==> config.mk <==
export PLATFORM = sky130hd
export DESIGN_NAME = commutation_sequencer
export DESIGN_NICKNAME = d
export VERILOG_FILES = /design/src/rtl/comm_pkg.sv /design/src/rtl/step_edge_detect.sv /design/src/rtl/commutation_sequencer.sv
export SDC_FILE = /design/constraint.sdc
export NUM_CORES = 1
export LEC_CHECK = 0
export CAP_MARGIN = 0
export CORE_ASPECT_RATIO = 0.6
export CORE_MARGIN = 3
export CORE_UTILIZATION = 49
export CTS_CLUSTER_SIZE = 24
export DETAILED_ROUTE_END_ITERATION = 7
export PLACE_DENSITY_LB_ADDON = 0.08
export RECOVER_POWER = 25
export SYNTH_ARGS = -nofsm -noshare
export SYNTH_HDL_FRONTEND = slang
export SYNTH_HIERARCHICAL = 1
export SYNTH_SLANG_ARGS = --single-unit
export TNS_END_PERCENT = 1
==> constraint.sdc <==
create_clock -name clk -period 1.8 [get_ports clk]
set_input_delay 0.54 -clock clk [delete_from_list [all_inputs] [get_ports clk]]
set_output_delay 0.54 -clock clk [all_outputs]
set_load 0.02 [all_outputs]
==> src/rtl/comm_pkg.sv <==
// Shared types and step tables for the six-step BLDC commutation sequencer.
// Optional braking support is enabled by defining COMM_BRAKE_EN.
package comm_pkg;

    localparam int unsigned NUM_STEPS = 6;
    localparam int unsigned STEP_W    = 3;
    localparam int unsigned PHASES    = 3;
    localparam int unsigned PHASE_W   = 2;

    localparam logic [PHASE_W-1:0] PHASE_A = 2'd0;
    localparam logic [PHASE_W-1:0] PHASE_B = 2'd1;
    localparam logic [PHASE_W-1:0] PHASE_C = 2'd2;

    typedef enum logic [1:0] {
        IDLE  = 2'd0,
        DEAD  = 2'd1,
        DRIVE = 2'd2
`ifdef COMM_BRAKE_EN
        ,
        BRAKE = 2'd3
`endif
    } comm_state_t;

    // Gate vectors are {C,B,A}; entry 0 sits in the least significant slot.
    localparam logic [NUM_STEPS-1:0][PHASES-1:0] HI_TABLE = {
        3'b100, 3'b100, 3'b010, 3'b010, 3'b001, 3'b001
    };
    localparam logic [NUM_STEPS-1:0][PHASES-1:0] LO_TABLE = {
        3'b010, 3'b001, 3'b001, 3'b100, 3'b100, 3'b010
    };
    localparam logic [NUM_STEPS-1:0][PHASE_W-1:0] FLOAT_TABLE = {
        PHASE_A, PHASE_B, PHASE_C, PHASE_A, PHASE_B, PHASE_C
    };

    // Out-of-range indices decode to all-off so a corrupted index never drives gates.
    function automatic logic [PHASES-1:0] step_hi(input logic [STEP_W-1:0] idx);
        if (idx < STEP_W'(NUM_STEPS)) begin
            return HI_TABLE[idx];
        end
        return '0;
    endfunction

    function automatic logic [PHASES-1:0] step_lo(input logic [STEP_W-1:0] idx);
        if (idx < STEP_W'(NUM_STEPS)) begin
            return LO_TABLE[idx];
        end
        return '0;
    endfunction

    function automatic logic [PHASE_W-1:0] step_float(input logic [STEP_W-1:0] idx);
        if (idx < STEP_W'(NUM_STEPS)) begin
            return FLOAT_TABLE[idx];
        end
        return PHASE_C;
    endfunction

    // Modulo-6 step arithmetic in either direction.
    function automatic logic [STEP_W-1:0] step_advance(input logic [STEP_W-1:0] idx,
                                                       input logic fwd);
        if (fwd) begin
            if (idx >= STEP_W'(NUM_STEPS - 1)) begin
                return '0;
            end
            return idx + STEP_W'(1);
        end
        if ((idx == '0) || (idx >= STEP_W'(NUM_STEPS))) begin
            return STEP_W'(NUM_STEPS - 1);
        end
        return idx - STEP_W'(1);
    endfunction

endpackage

==> src/rtl/step_edge_detect.sv <==
// Two-flop synchronizer followed by a registered rising-edge detector.
module step_edge_detect (
    input  logic clk,
    input  logic rst,
    input  logic in,
    output logic rise
);

    logic sync1;
    logic sync2;
    logic prev;

    always_ff @(posedge clk) begin
        if (rst) begin
            sync1 <= 1'b0;
            sync2 <= 1'b0;
            prev  <= 1'b0;
            rise  <= 1'b0;
        end else begin
            sync1 <= in;
            sync2 <= sync1;
            prev  <= sync2;
            rise  <= sync2 & ~prev;
        end
    end

endmodule

==> src/rtl/commutation_sequencer.sv <==
// Six-step trapezoidal commutation sequencer with dead-time insertion.
// Define COMM_BRAKE_EN to add the brake input and the low-side BRAKE state.
module commutation_sequencer
    import comm_pkg::*;
#(
    parameter int unsigned DEAD_CYCLES = 50,
    parameter int unsigned CNT_W       = 8
) (
    input  logic               clk,
    input  logic               rst,
    input  logic               step_clk,
    input  logic               enable,
    input  logic               dir,
`ifdef COMM_BRAKE_EN
    input  logic               brake,
`endif
    output logic [PHASES-1:0]  hi,
    output logic [PHASES-1:0]  lo,
    output logic [STEP_W-1:0]  step_idx,
    output logic [PHASE_W-1:0] float_phase,
    output logic               step_pulse
);

    localparam logic [CNT_W-1:0] DEAD_LOAD = CNT_W'(DEAD_CYCLES - 1);

    comm_state_t        state, state_n;
    logic [CNT_W-1:0]   cnt, cnt_n;
    logic [STEP_W-1:0]  idx_n;
    logic [PHASES-1:0]  hi_n, lo_n;
    logic [PHASE_W-1:0] float_n;
    logic               pulse_n;
    logic               step_rise;

    step_edge_detect u_step_edge (
        .clk  (clk),
        .rst  (rst),
        .in   (step_clk),
        .rise (step_rise)
    );

    // State, counter and every output are registered together.
    always_ff @(posedge clk) begin
        if (rst) begin
            state       <= IDLE;
            cnt         <= '0;
            step_idx    <= '0;
            hi          <= '0;
            lo          <= '0;
            float_phase <= PHASE_C;
            step_pulse  <= 1'b0;
        end else begin
            state       <= state_n;
            cnt         <= cnt_n;
            step_idx    <= idx_n;
            hi          <= hi_n;
            lo          <= lo_n;
            float_phase <= float_n;
            step_pulse  <= pulse_n;
        end
    end

    always_comb begin
        state_n = state;
        cnt_n   = cnt;
        idx_n   = step_idx;
        pulse_n = 1'b0;
        hi_n    = '0;
        lo_n    = '0;

        unique case (state)
            IDLE: begin
                if (enable) begin
                    state_n = DEAD;
                    cnt_n   = DEAD_LOAD;
                end
            end
            DEAD: begin
                // A new step restarts the full dead interval.
                if (step_rise) begin
                    idx_n   = step_advance(step_idx, dir);
                    pulse_n = 1'b1;
                    cnt_n   = DEAD_LOAD;
                end else if (cnt == '0) begin
`ifdef COMM_BRAKE_EN
                    state_n = brake ? BRAKE : DRIVE;
`else
                    state_n = DRIVE;
`endif
                end else begin
                    cnt_n = cnt - CNT_W'(1);
                end
            end
            DRIVE: begin
`ifdef COMM_BRAKE_EN
                if (brake) begin
                    state_n = DEAD;
                    cnt_n   = DEAD_LOAD;
                end else
`endif
                if (step_rise) begin
                    idx_n   = step_advance(step_idx, dir);
                    pulse_n = 1'b1;
                    state_n = DEAD;
                    cnt_n   = DEAD_LOAD;
                end
            end
`ifdef COMM_BRAKE_EN
            BRAKE: begin
                if (!brake) begin
                    state_n = DEAD;
                    cnt_n   = DEAD_LOAD;
                end
            end
`endif
            default: begin
                state_n = IDLE;
                cnt_n   = '0;
            end
        endcase

        // Disable wins over everything, including a coincident step edge.
        if (!enable) begin
            state_n = IDLE;
            cnt_n   = '0;
            idx_n   = step_idx;
            pulse_n = 1'b0;
        end

        // Gates are decoded from the next state so they change with the state register.
        unique case (state_n)
            DRIVE: begin
                hi_n = step_hi(idx_n);
                lo_n = step_lo(idx_n);
            end
`ifdef COMM_BRAKE_EN
            BRAKE: begin
                hi_n = '0;
                lo_n = '1;
            end
`endif
            default: begin
                hi_n = '0;
                lo_n = '0;
            end
        endcase

        float_n = step_float(idx_n);
    end

endmodule

==> run summary <==
Vias post-DR -> 1301
Overall routing resource usage -> 21.5%
Register area -> 537 µm²
Seq/Total Area, Yosys -> 37.2%
Time the worst path needs with I/O delays and setup -> 1860 ps
Top-area cell type share of the netlist area -> 37.2%
Top cell by count, worst path -> ha_1
Initial antenna violation count -> 0
Dominant synthesized flop cell -> dfxtp_1
Synth area leaders -> dfxtp_1 37%, ha_1 13%, a21oi_1 4.3%, nor2_1 4.3%, nor3_1 2.5%
Worst vdd ir -> 0.496 mV
Vias in the first global route -> 1130
GRT Residual Overflow -> 0
Cells after synthesis -> 154
Die Wd -> 75.0 µm
Yosys top cell by area -> dfxtp_1
Layout filler cell count -> 190
Crit path max fanout -> 4
Flops & latches, synth -> 26
Total Neg Setup Slack -> -196 ps
Cts hold-fix bufs -> 0
First DRT Iteration DRCs -> 101
RSZ-0062 raised after global routing -> yes
Final core occ -> 73.8%
Async S/R FF share, synth -> 0%
Port-buffer cells -> 16
Synthesized area -> 0.00140 mm²
Antenna Nets Post-Route -> 0
Via density -> 5.76
Cts bufs inserted -> 3
Crit. End Element -> flop
Syn_area_per_cell -> 9.08 µm²
Worst Reg2Reg Path Length in Cells -> 9
CTS tree -> yes
Die ar. -> 0.00355 mm²
Post-synth EDFFs -> 0
Grt peak-use layer -> met1
Post-route worst setup slack -> -60.7 ps
Top delay family on crit path -> compound AO/OA/AOI/OAI gates
Yosys cell types -> 45
Largest net degree at the start of global routing -> 15
Worst setup path start -> step_idx[0]
Clock Pin Slew Worst Setup and Hold Paths -> 80 ps
Worst path max stage delay -> 360 ps
# nets final -> 214
Clock Skew -> 3.92 ps
Initial Util -> 53.6%
Setup CP Type -> flop to flop
# DRC -> 0
Die height -> 47.4 µm
Finish-stage setup viols -> 7
First-pass GRT wire length -> 5.46 mm
Design Area, Final -> 0.00193 mm²
Clk sinks -> 26
Hold path cells -> 1
Clk_lat worst skew -> 270 ps
I/O pin total -> 17
P&R area growth vs syn -> 37.7%
CTS max path bufs -> 2
Final Hold Fails -> 0
Syn Nets -> 173
Worst R2R Setup Slack -> -60 ps
H-tree Lvls -> 1
Post-DP Area -> 0.00182 mm²
Diode count -> 0
Slowest CP cell -> dfxtp_4
GRT met1 Usage -> 32.7%
Startpoint types -> flop
Status -> finished, violations left
Met2 Track Usage GR -> 29.4%
Failing checks -> setup timing
Worst R2R End -> float_phase[1]
Synth top cells by count -> 26 x dfxtp_1, 16 x nor2_1, 14 x ha_1, 12 x a21oi_1, 9 x nand2_1
Drt total wl -> 3.61 mm
Max-Slew Margin vs Limit -> 66.0%
Hold Crit Class -> flop to flop
GPL Wtd Cong -> 0.909
Slew Limit Fails -> 0
Critical path depth -> 9
Core area -> 0.00261 mm²
Setup crit end -> float_phase[1]
LEAKAGE -> 0.000804 µW
Worst Path Buf+Inv -> 2
Multi-input logic area -> 923 µm²
Count leader, synth -> dfxtp_1
Max-cap violation count -> 0
M3 GR Usage -> 5.13%
Setup WS pre-CTS -> -417 ps
Synthesis Warnings -> 6
Critical path required time -> 1980 ps
Detailed Place HPWL -> 2.73 mm
Share of layout cells above drive strength 1 -> 30.9%
Hold slack -> 405 ps
Final critical-path share of the clock period -> 103%
Max Fclk -> 537 MHz
CTS Root Cell -> clkbuf_8
Worst r2r src -> step_idx[0]
WL per Instance -> 16.0 µm
Cell area power density -> 615 mW/mm²
Pre-antenna DRT Iters -> 5
Least-Margin Pin Slew -> 511 ps
Arrival @ worst endpoint -> 2040 ps
FP Rows -> 14
Sequence of cells on the critical path -> inv_2 -> ha_1 -> nor3b_2 -> o21ai_0 -> a31o_2 -> inv_1 -> ha_1 -> nand2_1 -> a21o_1
## per-layer routing
metal	part of all wire, %	vias to the layer above
met5	0	-
met4	0.97	0
met3	6.6	5
met2	42	53
met1	50	606
li1	-	637
## power breakdown
group          switching, µW  internal, µW  total (µW)
registers               16.6           585         602
clock network            178           196         374
logic                    108           101         208
## timing repair
action                     CTS  global route
gates resized for setup      6            13
setup endpoints to repair   11            12
setup buffers                0             1
pin swaps                    1             7
## cell type report
type	instances	area share (%)
clock buffer	4	2.86
timing repair buffer	41	17.5
multi-input combinational	115	48.0
sequential	26	27.9
inverter	8	1.69
tap	32	2.08
## stage by stage
step / power, µW / instances
global placement: 809 / 222
detailed placement: 814 / 222
finish: 1180 / 226
CTS: 1190 / 226
floorplan: 736 / 154
global route: 1240 / 226
## registers in the layout (all words and copies together), names as in the netlist
name               count
float_phase            2
state                  2
lo                     3
step_pulse             1
hi                     3
u_step_edge/sync1      1
u_step_edge/sync2      1
cnt                    8
u_step_edge/prev       1
u_step_edge/rise       1
step_idx               3
## layout by cell type (no fill, tap or decap), types with 3 or more instances in the layout
cell type,Yosys,routed
dlygate4sd2_1,0,5
dfxtp_1,26,21
buf_4,0,24
nand2_1,9,9
a21oi_1,12,12
nor3_1,7,5
o21ai_0,7,7
ha_1,14,12
nor2b_1,4,4
clkbuf_8,0,4
nor4_1,3,3
inv_2,0,4
clkdlybuf4s50_1,0,10
nor2_1,16,15
dfxtp_4,0,4
inv_1,8,3
nand3_1,4,4
## logic make-up (layout without fill, tap and decap cells)
logic type / after synthesis / in the layout / synth area share, %
AND/OR/NAND/NOR: 60 / 60 / 25.0
AO/OA/AOI/OAI: 39 / 39 / 19.9
flip-flops: 26 / 26 / 37.2
adder cells (fa/ha/maj): 14 / 14 / 12.5
buffers and inverters: 13 / 53 / 4.02
XOR/XNOR: 2 / 2 / 1.25
## worst min path at each step
stage | start | to
after global placement | u_step_edge/prev | u_step_edge/rise
final | u_step_edge/prev | u_step_edge/rise
after global routing | u_step_edge/prev | u_step_edge/rise
after detailed placement | u_step_edge/prev | u_step_edge/rise
after floorplan | u_step_edge/prev | u_step_edge/rise
after CTS | u_step_edge/prev | u_step_edge/rise
Power figures use the tool's default switching activity.
